==> src/rtl/axil_iic_pkg.sv <==
// Shared types and constants for the AXI4-Lite initiator that drives the axi_iic_0 register map.
package axil_iic_pkg;

  localparam int ADDR_W_DEF = 9;
  localparam int DATA_W_DEF = 32;

  typedef enum logic [2:0] {
    ST_IDLE    = 3'd0,
    ST_WR      = 3'd1,
    ST_WR_RESP = 3'd2,
    ST_RD_ADDR = 3'd3,
    ST_RD_DATA = 3'd4,
    ST_RSP     = 3'd5
  } state_e;

  localparam logic [1:0] RESP_OKAY   = 2'b00;
  localparam logic [1:0] RESP_EXOKAY = 2'b01;
  localparam logic [1:0] RESP_SLVERR = 2'b10;
  localparam logic [1:0] RESP_DECERR = 2'b11;

  localparam logic [8:0] REG_CR      = 9'h100;
  localparam logic [8:0] REG_SR      = 9'h104;
  localparam logic [8:0] REG_TX_FIFO = 9'h108;
  localparam logic [8:0] REG_RX_FIFO = 9'h10C;
  localparam logic [8:0] REG_GPO     = 9'h124;

  // States in which the block is waiting on the slave and the watchdog runs.
  function automatic logic is_wait_state(input state_e st);
    logic busy;
    case (st)
      ST_WR, ST_WR_RESP, ST_RD_ADDR, ST_RD_DATA: busy = 1'b1;
      default:                                    busy = 1'b0;
    endcase
    return busy;
  endfunction

endpackage

==> src/rtl/axil_iic_wdog.sv <==
// Saturating stall counter with a sticky hang flag; set has priority over hang_clr.
module axil_iic_wdog #(
  parameter int WDOG_CYCLES = 1024
) (
  input  logic clk,
  input  logic rst,
  input  logic clr,
  input  logic run,
  input  logic hang_clr,
  output logic hang
);

  localparam logic [15:0] LAST = 16'(WDOG_CYCLES - 1);

  logic [15:0] count_r;
  logic        at_last_s;
  logic        set_s;

  assign at_last_s = (count_r == LAST);
  assign set_s     = run & ~clr & at_last_s;

  // Count cycles spent in one waiting state and latch hang once the limit is hit.
  always_ff @(posedge clk) begin
    if (rst) begin
      count_r <= 16'd0;
      hang    <= 1'b0;
    end else begin
      if (clr) begin
        count_r <= 16'd0;
      end else if (run & ~at_last_s) begin
        count_r <= count_r + 16'd1;
      end else begin
        count_r <= count_r;
      end

      if (set_s) begin
        hang <= 1'b1;
      end else if (hang_clr) begin
        hang <= 1'b0;
      end else begin
        hang <= hang;
      end
    end
  end

endmodule

==> src/rtl/axil_iic_master.sv <==
// One-outstanding AXI4-Lite initiator: command/response port in, axi_iic_0 register accesses out.
module axil_iic_master
  import axil_iic_pkg::*;
#(
  parameter int ADDR_W      = ADDR_W_DEF,
  parameter int DATA_W      = DATA_W_DEF,
  parameter int WDOG_CYCLES = 1024
) (
  input  logic                clk,
  input  logic                rst,

  input  logic                cmd_valid,
  output logic                cmd_ready,
  input  logic                cmd_write,
  input  logic [ADDR_W-1:0]   cmd_addr,
  input  logic [DATA_W-1:0]   cmd_wdata,
  input  logic [DATA_W/8-1:0] cmd_wstrb,

  output logic                rsp_valid,
  input  logic                rsp_ready,
  output logic [DATA_W-1:0]   rsp_rdata,
  output logic [1:0]          rsp_resp,

  output logic                hang,
  input  logic                hang_clr,

  output logic [ADDR_W-1:0]   m_axi_awaddr,
  output logic [2:0]          m_axi_awprot,
  output logic                m_axi_awvalid,
  input  logic                m_axi_awready,
  output logic [DATA_W-1:0]   m_axi_wdata,
  output logic [DATA_W/8-1:0] m_axi_wstrb,
  output logic                m_axi_wvalid,
  input  logic                m_axi_wready,
  input  logic [1:0]          m_axi_bresp,
  input  logic                m_axi_bvalid,
  output logic                m_axi_bready,
  output logic [ADDR_W-1:0]   m_axi_araddr,
  output logic [2:0]          m_axi_arprot,
  output logic                m_axi_arvalid,
  input  logic                m_axi_arready,
  input  logic [DATA_W-1:0]   m_axi_rdata,
  input  logic [1:0]          m_axi_rresp,
  input  logic                m_axi_rvalid,
  output logic                m_axi_rready
);

  state_e                state_r;
  logic                  entry_r;
  logic                  aw_done_r;
  logic                  w_done_r;
  logic [ADDR_W-1:0]     addr_r;
  logic [DATA_W-1:0]     wdata_r;
  logic [DATA_W/8-1:0]   wstrb_r;
  logic                  aw_hs_s;
  logic                  w_hs_s;
  logic                  run_s;

  assign aw_hs_s = m_axi_awvalid & m_axi_awready;
  assign w_hs_s  = m_axi_wvalid & m_axi_wready;
  assign run_s   = is_wait_state(state_r);

  // Payloads come straight from the command latch, so they cannot move while a valid is up.
  assign m_axi_awaddr = addr_r;
  assign m_axi_araddr = addr_r;
  assign m_axi_wdata  = wdata_r;
  assign m_axi_wstrb  = wstrb_r;
  assign m_axi_awprot = 3'b000;
  assign m_axi_arprot = 3'b000;

  // Transaction sequencer; every handshake output is a register updated here.
  always_ff @(posedge clk) begin
    if (rst) begin
      state_r       <= ST_IDLE;
      entry_r       <= 1'b0;
      aw_done_r     <= 1'b0;
      w_done_r      <= 1'b0;
      addr_r        <= '0;
      wdata_r       <= '0;
      wstrb_r       <= '0;
      cmd_ready     <= 1'b0;
      m_axi_awvalid <= 1'b0;
      m_axi_wvalid  <= 1'b0;
      m_axi_bready  <= 1'b0;
      m_axi_arvalid <= 1'b0;
      m_axi_rready  <= 1'b0;
      rsp_valid     <= 1'b0;
      rsp_rdata     <= '0;
      rsp_resp      <= 2'b00;
    end else begin
      entry_r <= 1'b0;
      case (state_r)
        ST_IDLE: begin
          if (cmd_valid & cmd_ready) begin
            addr_r    <= cmd_addr;
            wdata_r   <= cmd_wdata;
            wstrb_r   <= cmd_wstrb;
            cmd_ready <= 1'b0;
            entry_r   <= 1'b1;
            if (cmd_write) begin
              aw_done_r     <= 1'b0;
              w_done_r      <= 1'b0;
              m_axi_awvalid <= 1'b1;
              m_axi_wvalid  <= 1'b1;
              state_r       <= ST_WR;
            end else begin
              m_axi_arvalid <= 1'b1;
              state_r       <= ST_RD_ADDR;
            end
          end else begin
            cmd_ready <= 1'b1;
          end
        end

        // AW and W retire independently; leave only once both have been taken.
        ST_WR: begin
          if (aw_hs_s) begin
            m_axi_awvalid <= 1'b0;
            aw_done_r     <= 1'b1;
          end
          if (w_hs_s) begin
            m_axi_wvalid <= 1'b0;
            w_done_r     <= 1'b1;
          end
          if ((aw_done_r | aw_hs_s) & (w_done_r | w_hs_s)) begin
            m_axi_bready <= 1'b1;
            entry_r      <= 1'b1;
            state_r      <= ST_WR_RESP;
          end
        end

        ST_WR_RESP: begin
          if (m_axi_bvalid) begin
            m_axi_bready <= 1'b0;
            rsp_resp     <= m_axi_bresp;
            rsp_rdata    <= '0;
            rsp_valid    <= 1'b1;
            entry_r      <= 1'b1;
            state_r      <= ST_RSP;
          end
        end

        ST_RD_ADDR: begin
          if (m_axi_arready) begin
            m_axi_arvalid <= 1'b0;
            m_axi_rready  <= 1'b1;
            entry_r       <= 1'b1;
            state_r       <= ST_RD_DATA;
          end
        end

        ST_RD_DATA: begin
          if (m_axi_rvalid) begin
            m_axi_rready <= 1'b0;
            rsp_rdata    <= m_axi_rdata;
            rsp_resp     <= m_axi_rresp;
            rsp_valid    <= 1'b1;
            entry_r      <= 1'b1;
            state_r      <= ST_RSP;
          end
        end

        ST_RSP: begin
          if (rsp_ready) begin
            rsp_valid <= 1'b0;
            cmd_ready <= 1'b1;
            entry_r   <= 1'b1;
            state_r   <= ST_IDLE;
          end
        end

        default: begin
          state_r       <= ST_IDLE;
          cmd_ready     <= 1'b0;
          m_axi_awvalid <= 1'b0;
          m_axi_wvalid  <= 1'b0;
          m_axi_bready  <= 1'b0;
          m_axi_arvalid <= 1'b0;
          m_axi_rready  <= 1'b0;
          rsp_valid     <= 1'b0;
        end
      endcase
    end
  end

  axil_iic_wdog #(
    .WDOG_CYCLES(WDOG_CYCLES)
  ) u_wdog (
    .clk      (clk),
    .rst      (rst),
    .clr      (entry_r),
    .run      (run_s),
    .hang_clr (hang_clr),
    .hang     (hang)
  );

endmodule

==> config.mk <==
export PLATFORM = sky130hd
export DESIGN_NAME = axil_iic_master
export DESIGN_NICKNAME = d
export VERILOG_FILES = /design/src/rtl/axil_iic_pkg.sv /design/src/rtl/axil_iic_wdog.sv /design/src/rtl/axil_iic_master.sv
export SDC_FILE = /design/constraint.sdc
export NUM_CORES = 1
export LEC_CHECK = 0
export ABC_AREA = 0
export BUFFER_PORTS_ARGS = -buffer_cell sky130_fd_sc_hd__buf_2
export CAP_MARGIN = 20
export CELL_PAD_IN_SITES_DETAIL_PLACEMENT = 2
export CELL_PAD_IN_SITES_GLOBAL_PLACEMENT = 2
export CORE_UTILIZATION = 28
export DETAILED_ROUTE_END_ITERATION = 8
export GPL_TIMING_DRIVEN = 0
export PLACE_DENSITY = 0.85
export SYNTH_ARGS = -nofsm -noshare
export SYNTH_HDL_FRONTEND = slang
export SYNTH_SLANG_ARGS = --single-unit
==> constraint.sdc <==
create_clock -name clk -period 6 [get_ports clk]
set_input_delay 0 -clock clk [delete_from_list [all_inputs] [get_ports clk]]
set_output_delay 0 -clock clk [all_outputs]
set_load 0.02 [all_outputs]
==> results.txt, run 1 <==
DR vias/cell = 5.101
Starting Density = 29.17%
Worst Tran Pin Value = 1.002 ns
P_leak = 2.871 nW
Slew Limit Fails = 0
most common cell after layout, fill and taps aside = buf_2
pin count of the biggest net entering global routing = 18
failing checks = hold timing
mapped cell area = 0.004501 mm2
TNS Setup = 0 ns
largest cells by area after synthesis = dfxtp_1, nand2_1, a21oi_1
share of the synthesized area in the top cell type = 48.48%
number of distinct library cells after synthesis = 52
mean routed wirelength per cell = 21.33 um
root buffer cell = clkbuf_16
P&R area growth vs syn = 51.63%
PwrDens = 324.4 mW/mm2
commonest non-fill, non-tap cells in the layout = buf_2, nand2_1, dfxtp_1, a21oi_1, dlygate4sd3_1
fmax = 355.2 MHz
CTS Buf Count = 9
Slew headroom = 32.61%
post-route insts no fill = 1,061
Cell Rows = 45
Yosys Warn Count = 0
Worst R2R Start = state_r[2]
CTS tree = done
hold slack final = -0.005729 ns
# placed instances = 963
Cell Area, Placed = 0.005719 mm2
r2r setup slk = 3.18 ns
WHS Path Cells = 3
Congestion Overflow GR = 0
post-place setup slack = 3.491 ns
Critical Path RT = 6.26 ns
CTS sink count = 109
CP Class = flop to flop
worst skew pair latency = 0.36 ns
clock slew at reported path FFs = 0.08 ns
Hold/Removal Path Class = input pin to flop
Gates resized, CTS repair = 0
outcome = complete, but fails checks
setup bufs post-CTS = 0
Worst Path Max Fanout = 10
cell area after layout = 0.006824 mm2
drt pass-1 iters = 4
IO Pins = 194
worst reg-to-reg path cell count = 6
setup ws final = 3.184 ns
Arrival @ worst endpoint = 3.08 ns
clk buf depth = 2
post-synth top area cell = dfxtp_1
final hold vios = 1
Setup Viol. Count Final = 0
Die Y = 128.8 um
Post-DP HPWL = 13.44 mm
Die X-Extent = 128.8 um
sequential fraction of the synthesis area = 48.48%
Synth Flop Type = dfxtp_1
RSZ-0062 raised after global routing = no
number of port buffers = 187
Max IR drop VDD = 0.0001520 V
Final GP Congestion = 0.8211
drc violations = 0
total power = 2.214 mW
CP Launch Type = flop
Async SR Flop Fraction = 0%
hold path start = m_axi_rresp[1]
die area = 0.01658 mm2
H-tree depth = 3
final wirelength = 22.63 mm
Core ar. = 0.01543 mm2
Starting DRT DRC Count = 202
reg2reg end = rsp_rdata[7]
layout net count = 937
Final Cycle Share = 46.93%
ANT nets after route = 0
share of post-route cells with drive strength above 1 = 26.62%
vias = 5,412
Syn Area/Cell = 8.037 um2
Period minus WS final = 2.816 ns
EDFF count, synth = 0
Syn Inst Count = 560
number of global-route vias before repair = 6,100
Yosys reg bits = 109
Crit. End Element = flop
antenna violations before repair = 1
final core utilization = 44.23%
WHS Endpoint = rsp_resp[1]
first-pass GRT wire length = 34.37 mm
all-layer global routing usage = 27.33%
max_cap viols = 0
Clock Skews = 0.01056 ns
worst max-delay path by stage:
stage / start / to / slack, ns / cells after the start
global placement: state_r[2] / m_axi_araddr[8] / 3.67 / 6
finish: state_r[2] / rsp_rdata[7] / 3.18 / 6
detailed placement: state_r[2] / rsp_rdata[16] / 3.49 / 6
global route: state_r[2] / rsp_rdata[7] / 2.92 / 6
floorplan: u_wdog.count_r[0] / u_wdog.hang / 3.95 / 6
CTS: state_r[2] / rsp_rdata[16] / 3.46 / 6
cell usage after synthesis (2+ instances only):
master	instances
a31oi_1	5
and4_1	2
mux2i_1	3
o31ai_1	8
nand3b_1	3
or4_1	11
nand2_1	138
nand3_1	39
dfxtp_1	109
nor3_1	3
nor2b_1	5
nor2_1	12
buf_4	15
nor4_1	2
o21a_1	3
a21o_1	4
a21oi_1	102
nand2b_1	3
o21ai_0	5
inv_1	6
a32oi_1	2
buf_2	2
or3_1	4
a211oi_1	3
clkbuf_1	34
a311oi_1	2
o21ai_1	4
nand4_1	7
logic make-up after synthesis:
group / count (synthesis) / share of synthesized area [%]
other: 1 / 0.08332
flip-flops: 109 / 48.48
AND/OR/NAND/NOR: 238 / 25.02
adder cells (fa/ha/maj): 1 / 0.2780
AO/OA/AOI/OAI: 150 / 19.32
buffers and inverters: 58 / 6.144
multiplexers: 3 / 0.6672
state kept, by name, summed over array words and instances, names as in the netlist:
name	flops
entry_r	1
cmd_ready	1
m_axi_wdata	32
rsp_rdata	32
w_done_r	1
m_axi_arvalid	1
rsp_valid	1
m_axi_bready	1
aw_done_r	1
m_axi_wvalid	1
u_wdog.count_r	16
m_axi_araddr	9
state_r	3
u_wdog.hang	1
rsp_resp	2
m_axi_wstrb	4
m_axi_rready	1
m_axi_awvalid	1
metal layers:
layer  global-route usage (%)  up-vias  wire length (um)
li1                         -     2507                 -
met1                    28.24     2658              8476
met2                    52.97      199             12250
met3                    6.653       48              1314
met4                    9.896        0               594
met5                        0        -                 0
report_power, final:
part	total, mW	switching (mW)	internal (mW)	leakage [nW]
Combinational	0.720	0.484	0.235	1.84
Clock	0.626	0.301	0.325	0.147
Sequential	0.868	0.0707	0.797	0.883
worst max-delay path: stages, from the launching register on:
cell      delay [ns]
dfxtp_1         0.44
clkbuf_1        0.43
nand3b_1        0.19
a21oi_1         0.65
clkbuf_1        0.47
nand3_1         0.25
a21oi_1         0.29
area by class of cell:
cell class | count | area [um2]
tap | 211 | 264.0
inverter | 6 | 22.52
fill | 1765 | 8603
sequential | 109 | 2182
multi-input combinational | 398 | 2061
buffer | 52 | 254.0
clock inverter | 6 | 62.56
timing repair buffer | 268 | 1747
clock buffer | 10 | 229.0
antenna | 1 | 2.502
timing repair:
action	4_1_cts	5_1_grt
setup endpoints to repair	0	0
hold buffers	81	0
hold endpoints to repair	81	0
No activity file was read; power rests on OpenSTA's default activity.
==> run 2, diff against run 1 <==
CORE_UTILIZATION = 26   (was 28)
PLACE_DENSITY = 0.79   (was 0.85)
clock period = 2.9 ns   (was 6 ns; I/O delays follow)
==> results.txt, run 2 (synthesized netlist as in run 1, its figures left out) <==
WHS Path Cells = 4
Worst Tran Pin Value = 0.7908 ns
Slew Limit Fails = 0
Period minus WS final = 2.690 ns
worst reg-to-reg path cell count = 6
CTS tree = done
P_leak = 2.880 nW
P&R area growth vs syn = 52.60%
Congestion Overflow GR = 0
H-tree depth = 3
final hold vios = 0
Clock Skews = 0.01102 ns
worst skew pair latency = 0.36 ns
DR vias/cell = 4.966
drt pass-1 iters = 4
antenna violations before repair = 3
ANT nets after route = 0
mean routed wirelength per cell = 19.62 um
IO Pins = 194
final wirelength = 21.02 mm
vias = 5,319
Worst R2R Start = state_r[2]
reg2reg end = rsp_rdata[16]
Setup Viol. Count Final = 0
CTS sink count = 109
RSZ-0062 raised after global routing = no
number of global-route vias before repair = 6,179
commonest non-fill, non-tap cells in the layout = buf_2, nand2_1, dfxtp_1, a21oi_1, dlygate4sd3_1
post-place setup slack = 0.4054 ns
hold path start = rsp_ready
clk buf depth = 2
setup ws final = 0.2096 ns
WHS Endpoint = state_r[2]
CTS Buf Count = 9
CP Launch Type = flop
Reg area = 0.002182 mm2
share of post-route cells with drive strength above 1 = 26.71%
Critical Path RT = 3.16 ns
CP Class = flop to flop
Slew headroom = 47.09%
Post-DP HPWL = 13.35 mm
fill cell count = 1,927
die area = 0.01784 mm2
TNS Setup = 0 ns
clock slew at reported path FFs = 0.08 ns
root buffer cell = clkbuf_16
drc violations = 0
Starting DRT DRC Count = 158
Final GP Congestion = 0.7909
fmax = 371.7 MHz
number of port buffers = 187
Die X-Extent = 133.6 um
Gates resized, CTS repair = 0
final core utilization = 40.98%
Hold/Removal Path Class = input pin to flop
all-layer global routing usage = 24.06%
r2r setup slk = 0.21 ns
pin count of the biggest net entering global routing = 20
most common cell after layout, fill and taps aside = buf_2
Max IR drop VDD = 0.0003326 V
Cell Rows = 47
Worst Path Max Fanout = 10
Core ar. = 0.01676 mm2
Crit. End Element = flop
PwrDens = 668.3 mW/mm2
outcome = complete, no violations
max_cap viols = 0
layout net count = 938
Arrival @ worst endpoint = 2.95 ns
Multi-input gate area = 0.002061 mm2
Starting Density = 26.85%
first-pass GRT wire length = 33.22 mm
Final Cycle Share = 92.77%
Die Y = 133.6 um
run 2: what timing repair did:
item,CTS,global route
endpoints found under the setup margin,0,0
endpoints found under the hold margin,81,0
setup buffers,0,0
hold buffers,82,0
run 2: worst max path at each step:
stage | from | endpoint | slack [ns] | cells after the start
final | state_r[2] | rsp_rdata[16] | 0.21 | 6
after floorplan | u_wdog.count_r[0] | u_wdog.hang | 0.85 | 6
after CTS | state_r[2] | rsp_rdata[1] | 0.38 | 6
after detailed placement | state_r[2] | rsp_rdata[3] | 0.41 | 6
after global routing | state_r[2] | rsp_rdata[16] | 0.02 | 6
after global placement | state_r[2] | rsp_rdata[14] | 0.54 | 6
run 2: report_power, final:
part / internal [mW] / switching, mW
sequential: 1.65 / 0.128
combinational: 0.490 / 0.968
clock: 0.711 / 0.644
run 2: area by class of cell:
type / instances / share of cell area, %
clock buffer: 10 / 3.480
clock inverter: 6 / 1.093
tap: 220 / 4.008
multi-input combinational: 398 / 30.01
inverter: 6 / 0.3279
sequential: 109 / 31.77
timing repair buffer: 269 / 25.58
buffer: 52 / 3.698
antenna: 1 / 0.03644
run 2: metal layers:
layer / wire, um / track usage, % / vias up
met4: 820 / 11.87 / 2
met3: 1013 / 4.947 / 54
met2: 11100 / 45.89 / 166
met5: 10 / 0 / -
met1: 8076 / 24.70 / 2590
li1: - / - / 2507
run 2: worst max-delay path: stages (launching register included):
cell and delay [ns]:
dfxtp_1 0.44, clkbuf_1 0.37, nand3b_1 0.18, a21oi_1 0.65, clkbuf_1 0.49, nand3_1 0.16, a21oi_1 0.29
run 2: per-stage QoR:
| stage | hold slack [ns] | power [mW] | cell area [um2] | cells |
|---|---|---|---|---|
| final | 0.01608 | 4.590 | 6868 | 1071 |
| after global routing | 0.03139 | 4.825 | 6868 | 1071 |
| after CTS | 0.01661 | 4.565 | 6865 | 1070 |
| after detailed placement | 0.2534 | 3.133 | 5731 | 972 |
| after global placement | 0.2423 | 3.059 | 5731 | 972 |
| after floorplan | 0.1360 | 2.619 | 4519 | 565 |
